**src/rtl/clk_switch_ctrl.sv**
```systemverilog
// Sequencer for an N-input glitch-free clock switch: owns sel, serialises requests, auto-fails-over.
// Latency: sel moves 1 cycle after accept; done 1 cycle after reject/same-sel or WAIT_CYC+1 after a switch.
// Backpressure: req_ready low during the settle window, in NOCLK, and on a same-cycle failover event.
module clk_switch_ctrl #(
   parameter int CLK_NUM     = 4,
   parameter int SEL_W       = $clog2(CLK_NUM),
   parameter int WAIT_CYC    = 16,
   parameter int DEFAULT_SEL = 0
) (
   input  logic               clk,
   input  logic               rst,
   input  logic [CLK_NUM-1:0] clk_fail,
   input  logic               req_valid,
   input  logic [SEL_W-1:0]   req_sel,
   output logic               req_ready,
   output logic               done_valid,
   output logic               done_err,
   output logic [SEL_W-1:0]   sel,
   output logic               switching,
   output logic               all_fail,
   output logic               fail_irq
);

   // Counter holds WAIT_CYC-1 down to 0; at least one bit even for WAIT_CYC==1.
   localparam int CNT_W = (WAIT_CYC > 1) ? $clog2(WAIT_CYC) : 1;
   localparam logic [CNT_W-1:0] CNT_LOAD = CNT_W'(WAIT_CYC - 1);

   typedef enum logic [1:0] {
      ST_IDLE  = 2'd0,
      ST_WAIT  = 2'd1,
      ST_NOCLK = 2'd2
   } state_t;

   state_t             state_q;
   logic [CLK_NUM-1:0] fail_m_q;
   logic [CLK_NUM-1:0] fail_s_q;
   logic [SEL_W-1:0]   sel_q;
   logic [CNT_W-1:0]   cnt_q;
   logic               pend_q;
   logic               done_valid_q;
   logic               done_err_q;
   logic               switching_q;
   logic               all_fail_q;
   logic               fail_irq_q;

   logic               sel_failed;
   logic               req_ok;
   logic               any_ok;
   logic [SEL_W-1:0]   low_ok;
   logic               fo_evt;
   logic               accept;

   // Two-flop synchroniser for the asynchronous monitor fail flags.
   always_ff @(posedge clk or posedge rst) begin
      if (rst) begin
         fail_m_q <= '0;
         fail_s_q <= '0;
      end else begin
         fail_m_q <= clk_fail;
         fail_s_q <= fail_m_q;
      end
   end

   // Health decode: current-sel failure, request target validity, lowest healthy index.
   // Explicit compares avoid indexing fail_s_q with an out-of-range select.
   always_comb begin
      sel_failed = 1'b0;
      req_ok     = 1'b0;
      any_ok     = 1'b0;
      low_ok     = '0;
      for (int i = CLK_NUM - 1; i >= 0; i--) begin
         if (!fail_s_q[i]) begin
            any_ok = 1'b1;
            low_ok = SEL_W'(i);
         end
         if ((sel_q == SEL_W'(i)) && fail_s_q[i]) sel_failed = 1'b1;
         if ((req_sel == SEL_W'(i)) && !fail_s_q[i]) req_ok = 1'b1;
      end
   end

   assign fo_evt    = (state_q != ST_NOCLK) && sel_failed;
   assign req_ready = (state_q == ST_IDLE) && !fo_evt;
   assign accept    = req_valid && req_ready;

   // Main sequencer: failover outranks requests; all outputs registered here.
   always_ff @(posedge clk or posedge rst) begin
      if (rst) begin
         state_q      <= ST_IDLE;
         sel_q        <= SEL_W'(DEFAULT_SEL);
         cnt_q        <= '0;
         pend_q       <= 1'b0;
         done_valid_q <= 1'b0;
         done_err_q   <= 1'b0;
         switching_q  <= 1'b0;
         all_fail_q   <= 1'b0;
         fail_irq_q   <= 1'b0;
      end else begin
         done_valid_q <= 1'b0;
         done_err_q   <= 1'b0;
         fail_irq_q   <= 1'b0;
         case (state_q)
            ST_IDLE, ST_WAIT: begin
               if (fo_evt) begin
                  // Abort any pending request in the same cycle as the irq.
                  fail_irq_q   <= 1'b1;
                  done_valid_q <= pend_q;
                  done_err_q   <= pend_q;
                  pend_q       <= 1'b0;
                  if (any_ok) begin
                     sel_q       <= low_ok;
                     cnt_q       <= CNT_LOAD;
                     switching_q <= 1'b1;
                     state_q     <= ST_WAIT;
                  end else begin
                     cnt_q       <= '0;
                     switching_q <= 1'b0;
                     all_fail_q  <= 1'b1;
                     state_q     <= ST_NOCLK;
                  end
               end else if (state_q == ST_IDLE) begin
                  if (accept) begin
                     if (!req_ok) begin
                        done_valid_q <= 1'b1;
                        done_err_q   <= 1'b1;
                     end else if (req_sel == sel_q) begin
                        done_valid_q <= 1'b1;
                     end else begin
                        sel_q       <= req_sel;
                        cnt_q       <= CNT_LOAD;
                        switching_q <= 1'b1;
                        pend_q      <= 1'b1;
                        state_q     <= ST_WAIT;
                     end
                  end
               end else begin
                  if (cnt_q == '0) begin
                     state_q      <= ST_IDLE;
                     switching_q  <= 1'b0;
                     done_valid_q <= pend_q;
                     pend_q       <= 1'b0;
                  end else begin
                     cnt_q <= cnt_q - 1'b1;
                  end
               end
            end
            ST_NOCLK: begin
               // Recovery is autonomous; nobody is waiting for a done pulse.
               if (any_ok) begin
                  sel_q       <= low_ok;
                  cnt_q       <= CNT_LOAD;
                  switching_q <= 1'b1;
                  all_fail_q  <= 1'b0;
                  pend_q      <= 1'b0;
                  state_q     <= ST_WAIT;
               end
            end
            default: state_q <= ST_IDLE;
         endcase
      end
   end

   assign sel        = sel_q;
   assign done_valid = done_valid_q;
   assign done_err   = done_err_q;
   assign switching  = switching_q;
   assign all_fail   = all_fail_q;
   assign fail_irq   = fail_irq_q;

endmodule

```
**config.mk**
```make
export PLATFORM = sky130hd
export DESIGN_NAME = clk_switch_ctrl
export DESIGN_NICKNAME = d
export VERILOG_FILES = /design/src/rtl/clk_switch_ctrl.sv
export SDC_FILE = /design/constraint.sdc
export NUM_CORES = 1
export LEC_CHECK = 0
export BUFFER_PORTS_ARGS = -buffer_cell sky130_fd_sc_hd__buf_2
export CAP_MARGIN = 20
export CORE_AREA = 2 2 49 51
export CTS_CLUSTER_SIZE = 40
export DETAILED_ROUTE_END_ITERATION = 12
export DIE_AREA = 0 0 51 53
export GPL_ROUTABILITY_DRIVEN = 0
export PLACE_DENSITY = 0.74
export SLEW_MARGIN = 15
export SYNTH_ARGS = -nofsm -noshare
export SYNTH_HDL_FRONTEND = slang
export SYNTH_SLANG_ARGS = --single-unit
```
**constraint.sdc**
```tcl
create_clock -name clk -period 3.9 [get_ports clk]
set_input_delay 0.78 -clock clk [delete_from_list [all_inputs] [get_ports clk]]
set_output_delay 0.78 -clock clk [all_outputs]
set_load 0.02 [all_outputs]
```
==> summary.md, run 1 <==
| Metric | Value |
|---|---|
| Leak | 0.5851 nW |
| DP Worst Slack | 1443 ps |
| Die ar. | 2703 µm² |
| Syn-to-layout area delta | 14.06% |
| Post-CTS Setup Repair Bufs | 0 |
| Overall power | 0.8867 mW |
| Clock Tree Buf Depth | 2 |
| Post_cts resized | 0 |
| Core Area | 2148 µm² |
| Final WS setup | 1090 ps |
| PD cells | 698.9 nW/µm² |
| Root buf cell | clkbuf_4 |
| # setup viols final | 0 |
| Post-Route Setup TNS | 0 ps |
| Vert. Die Dim | 53 µm |
| FF+latch count, synth | 22 |
| Initial antenna violation count | 0 |
| RSZ-0062 raised after global routing | false |
| Slew Viols, Final | 0 |
| Status | complete, no violations |
| Placed cell area | 1216 µm² |
| Clk sink count | 22 |
| Tightest Pin Transition | 845.4 ps |
| Number of H-tree levels | 1 |
| Share of the synthesized area in the top cell type | 0.4949 |
| Worst-Skew Late Latency | 310 ps |
| Startpoint Class | flop |
| Slew HR | 0.4358 |
| Share of cells above drive strength 1 | 0.2195 |
| Initial Utilization | 0.5178 |
| Syn Nets | 116 |
| Seq/Total Area, Yosys | 0.4949 |
| Worst hold margin | 364.8 ps |
| Distinct cells, synth | 36 |
| Synth area leaders | dfrtp_1 (49%), a21oi_1 (5.4%), mux4_2 (4.0%) |
| Post-synthesis async set-or-reset flop share | 1.000 |
| Detail Placement HPWL | 1.621 mm |
| Final period utilization | 0.7206 |
| Max Fclk | 0.3559 GHz |
| Detailed-route via count | 886 |
| IO Port Bufs | 16 |
| Dominant cell type by area after synthesis | dfrtp_1 |
| Top-count cell post-synth | dfrtp_1 |
| Num ports | 17 |
| # hold bufs at CTS | 0 |
| Most frequent cells after synthesis | dfrtp_1 (22), a21oi_1 (12), inv_1 (10), o21ai_0 (6), nor2_1 (5) |
| Kind of critical path | flop to primary output |
| Global route overflow | 0 |
| DRC viols | 0 |
| Critical Path End Type | primary output |
| Synth warnings | 0 |
| Pin count of the biggest net entering global routing | 23 |
| Number of flops mapped to enable cells by yosys | 0 |
| First-pass GRT wire length | 3.905 mm |
| TritonCTS Buffers | 3 |
| Drt total wl | 2.276 mm |
| Max capacitance violation total | 0 |
| Nets | 134 |
| R2R depth | 4 |
| Reg-to-Reg Start | sel[0]$_DFFE_PP0P_ |
| Worst-case hold path end point | fail_s_q[3]$_DFF_PP0_ |
| Reg2reg end | cnt_q[3]$_DFFE_PP0P_ |
| Num rows | 17 |
| Crit-path max FO | 17 |
| Die W | 51 µm |
| Iteration-0 DRC count of the detailed router | 29 |
| Hold Path Origin | fail_m_q[3]$_DFF_PP0_ |
| Avg Cell Area, Syn | 10.49 µm² |
| Final Critical Period | 2810 ps |
| Worst endpoint required time | 3120 ps |
| Iteration count of the initial detailed-routing pass | 4 |
| Dominant synthesized flop cell | dfrtp_1 |
| CTS tree | built |
| Routed WL per cell | 15.07 µm |
| Synth Instances | 106 |
| Vias in the first global route | 866 |
| HP Class | flop to flop |
| Clock Skew | 1.212 ps |
| Clock-pin slew on the worst setup and hold paths | 130 ps |
| Peak VDD IR | 0.0003882 V |
| Final instance area | 1269 µm² |
| Syn Std Cell Area | 1112 µm² |
| Vias/cell | 5.868 |
| Tot GR Track Use | 0.1984 |
| Post-route ant nets | 0 |
| Final Hold Fails | 0 |
| Data arrival time of the worst path | 2030 ps |
| Antenna diodes | 0 |
| Cells on Worst Hold Path | 0 |
| Worst R2R Setup Slack | 1710 ps |
## layer usage
metal	share of wire	global-route usage	vias to the layer above
met1	0.45	0.2578	433
li1	-	-	419
met2	0.48	0.3160	28
met5	0	0	-
met4	0.018	0.09910	0
met3	0.049	0.03955	6
## registers in the layout, summed over array words and instances, names as in the netlist
name,flops
switching,1
all_fail,1
done_valid,1
sel,2
fail_irq,1
state_q,2
fail_m_q,4
fail_s_q,4
pend_q,1
cnt_q,4
done_err,1
## cell usage in the layout (no fill, tap or decap), drive strengths merged, types with 2 or more instances in the layout
cell type	instances
a2111oi	2
a211o	2
a21o	2
a21oi	12
buf	16
clkbuf	3
dfrtp	22
inv	10
mux2i	4
mux4	2
nand2	3
nand2b	3
nand3b	2
nor2	5
nor2b	4
nor3	3
o21ai	6
or3b	2
xnor2	2
## cell type report
type,count,area (µm²)
clock buffer,3,22.52
clock inverter,1,30.03
fill,192,879.6
inverter,10,37.54
multi-input combinational,71,513.0
sequential,22,550.5
tap,28,35.03
timing repair buffer,16,80.08
## metrics by stage
step	std cells	utilization
floorplan	106	-
global placement	147	0.5661
detailed placement	147	0.5661
CTS	151	0.5906
global route	151	0.5906
finish	151	0.5906
## kinds of logic (layout without fill, tap and decap cells)
kind of cell,Yosys count,after routing,share of synthesized area
compound gates,33,33,0.1980
simple gates,29,29,0.1597
flops,22,22,0.4949
buf+inv,13,30,0.04387
mux,6,6,0.07649
xor+xnor,2,2,0.01575
fa+ha+maj,1,1,0.01125
## worst max-delay path by stage
| stage | from | to | cells after the start |
|---|---|---|---|
| after floorplan | sel[0]$_DFFE_PP0P_ | req_ready | 2 |
| after detailed placement | sel[0]$_DFFE_PP0P_ | req_ready | 3 |
| final | sel[0]$_DFFE_PP0P_ | req_ready | 3 |
| after CTS | sel[0]$_DFFE_PP0P_ | req_ready | 3 |
| after global placement | sel[0]$_DFFE_PP0P_ | req_ready | 3 |
| after global routing | sel[0]$_DFFE_PP0P_ | req_ready | 3 |
## power breakdown
group | switching, mW | internal [mW] | total (mW) | leakage [nW]
logic | 0.210 | 0.154 | 0.364 | 0.302
registers | 0.0588 | 0.285 | 0.344 | 0.255
clock network | 0.0742 | 0.104 | 0.178 | 0.0279
## critical path, stage by stage, from the launching register on
cell and delay (ps):
dfrtp_1 450, mux4_2 690, nor3_1 340, buf_2 240
Note: power is estimated with default switching activity, not from simulation.
==> run 2: changes to the inputs <==
Settings changed: CORE_AREA 2 2 49 51 to 2 2 51 53, DIE_AREA 0 0 51 53 to 0 0 53 55, PLACE_DENSITY 0.74 to 0.72.
Clock period 3.9 ns to 2.5 ns, I/O delays scaled along.
==> run 2 against run 1 <==
- sequential share of layout area decreased by 1.5 points
- via count increased by 4.6%
- combinational power increased by 81%
- total power increased by 66%
- count of clock-buffer cells in the layout unchanged
- register-to-register slack got worse by 1600 ps
- clock power increased by 53%
- global-route usage decreased by 1.1 points
- first-iteration DRC count decreased by 21%
- core utilization decreased by 3.5 points
- setup slack got worse by 1000 ps
- die area increased by 7.8%
- largest power group unchanged
==> summary.md, run 2 (synthesis results as in run 1) <==
| Metric | Value |
|---|---|
| Status | complete, no violations |
| Global route overflow | 0 (unchanged) |
| Seq pwr share | 0.365 (-0.023) |
| Vias/cell | 5.867 (about the same) |
| Commonest non-fill, non-tap cell in the layout | dfrtp_1 |
| Worst R2R Setup Slack | 70 ps (-1640 ps) |
| CP Cell Sequence | mux4_2 -> buf_4 -> a222oi_1 -> nand2_2 -> mux2i_1 |
| Data arrival time of the worst path | 2660 ps (+630 ps) |
| First-pass GRT wire length | 3.884 mm (-0.54%) |
| Max capacitance violation total | 0 (unchanged) |
| Clock Tree Buf Depth | 2 (unchanged) |
| # hold bufs at CTS | 0 (unchanged) |
| Overall power | 1.471 mW (+66%) |
| Final period utilization | 0.9714 |
| Share of cells above drive strength 1 | 0.2578 (+0.03830) |
| Switching power total | 0.5698 mW (+66%) |
| Detailed-route via count | 927 (+4.6%) |
| Cells on Worst Hold Path | 1 (+1) |
| Num ports | 17 (unchanged) |
| Crit-path slowest cell | mux4_2 |
| Peak VDD IR | 0.0006224 V (+60%) |
| Slew Viols, Final | 0 (unchanged) |
| Vias in the first global route | 897 (+3.6%) |
| Worst-Skew Late Latency | 310 ps (about the same) |
| PD cells | 1119 nW/µm² (+60%) |
| Placed cell area | 1219 µm² (+0.21%) |
| TritonCTS Buffers | 3 (unchanged) |
| Root buf cell | clkbuf_4 |
| Tot GR Track Use | 0.1878 (-0.01064) |
| R2R depth | 5 (+1) |
| Reg-to-Reg Start | sel[0]$_DFFE_PP0P_ |
| Sw frac | 0.3874 (+0.0004411) |
| Post-route ant nets | 0 (unchanged) |
| Initial antenna violation count | 0 (unchanged) |
| Drt total wl | 2.426 mm (+6.6%) |
| DRC viols | 0 (unchanged) |
| Worst endpoint required time | 2740 ps (-380 ps) |
| CTS tree | built |
| Pint | 0.9008 mW (+66%) |
| Max Fclk | 0.4118 GHz |
| HP Class | input port to flop |
| Crit path largest cell delay | 650 ps (-40 ps) |
| Nets | 139 (+3.7%) |
| Final instance area | 1314 µm² (+3.6%) |
| Iteration-0 DRC count of the detailed router | 23 (-21%) |
| Detail Placement HPWL | 1.643 mm (+1.4%) |
| Hold Path Origin | clk_fail[3] |
| Number of H-tree levels | 1 (unchanged) |
| Initial Utilization | 0.4704 (-0.04739) |
| Reg2reg end | cnt_q[0]$_DFFE_PP0P_ |
| IO Port Bufs | 16 (unchanged) |
| Core Area | 2365 µm² (+10%) |
| Final Util | 0.5556 (-0.03501) |
| Largest registers | cnt_q x4, fail_m_q x4, fail_s_q x4 |
| Final Critical Period | 2428 ps |
| Worst hold margin | 279.1 ps (-85.68 ps) |
| Routed WL per cell | 15.35 µm (+1.9%) |
| Kind of critical path | flop to flop |
| Final Hold Fails | 0 (unchanged) |
| Die W | 53 µm (+3.9%) |
| Tightest Pin Transition | 816.2 ps (-29.16 ps) |
| Vert. Die Dim | 55 µm (+3.8%) |
| # setup viols final | 0 (unchanged) |
| Critical Path End Type | flop |
| Antenna diodes | 0 (unchanged) |
| Leak | 0.6103 nW (+4.3%) |
| Clock-pin slew on the worst setup and hold paths | 120 ps (about the same) |
| Start point of the critical path | sel[0]$_DFFE_PP0P_ |
| Comb pwr share | 0.449 (+0.038) |
| Clk sink count | 22 (unchanged) |
| Num rows | 18 (+1) |
| Clk pwr share | 0.186 (-0.015) |
| Syn-to-layout area delta | 18.11% |
| Die ar. | 2915 µm² (+7.8%) |
| Crit-path max FO | 10 (-7) |
| Clock Skew | 4.219 ps (+3.007 ps) |
| Pin count of the biggest net entering global routing | 23 (unchanged) |
| Worst-case hold path end point | fail_m_q[3]$_DFF_PP0_ |
| Iteration count of the initial detailed-routing pass | 4 (unchanged) |
| Startpoint Class | flop |
| Slew HR | 0.4552 (+0.01946) |
| Most frequent cells in the layout | dfrtp_1 (22), buf_2 (16), a21oi_1 (12) |
run 2: cell type report:
class	instances	area, µm²
Inverter	10	37.54
Timing Repair Buffer	21	117.6
Sequential cell	22	550.5
Multi-Input combinational cell	71	518.0
Clock inverter	1	30.03
Fill cell	229	1051
Tap cell	30	37.54
Clock buffer	3	22.52
run 2: through the flow:
stage	TNS (ps)	setup slack (ps)	std cells
floorplan	0	289.5	106
global placement	0	361.0	149
detailed placement	0	310.9	149
CTS	0	91.85	153
global route	-9.353	-7.964	158
finish	0	71.53	158
run 2: worst max path at each step:
stage,endpoint,slack (ps),cells after the start
2_1_floorplan,req_ready,290,2
3_3_place_gp,req_ready,360,3
3_5_place_dp,cnt_q[3]$_DFFE_PP0P_,310,4
4_1_cts,req_ready,90,3
5_1_grt,cnt_q[3]$_DFFE_PP0P_,-8,5
6_report,cnt_q[0]$_DFFE_PP0P_,70,5
run 2: power groups by stage:
stage	logic, mW	clock network (mW)	registers [mW]
finish	0.660	0.273	0.537
global route	0.717	0.292	0.553
CTS	0.583	0.278	0.534
detailed placement	0.579	0	0.538
global placement	0.561	0	0.536
floorplan	0.394	0	0.571
run 2: per-layer routing:
metal	track usage	up-vias	wire [µm]
li1	-	431	-
met1	0.2065	447	925
met2	0.3458	43	1268
met3	0.04839	6	164
met4	0.07692	0	68
met5	0	-	0
run 2: timing repair:
item / CTS / global route
endpoints found under the setup margin: 1 / 1
buffers inserted: 0 / 5
gates resized for setup: 1 / 0
run 2: worst max-delay path, delay by kind of cell (launching register included):
kind / cells / cell delay [ps]
buffers and inverters: 1 / 190
multiplexers: 2 / 870
AO/OA/AOI/OAI: 1 / 630
AND/OR/NAND/NOR: 1 / 210
flip-flops: 1 / 460
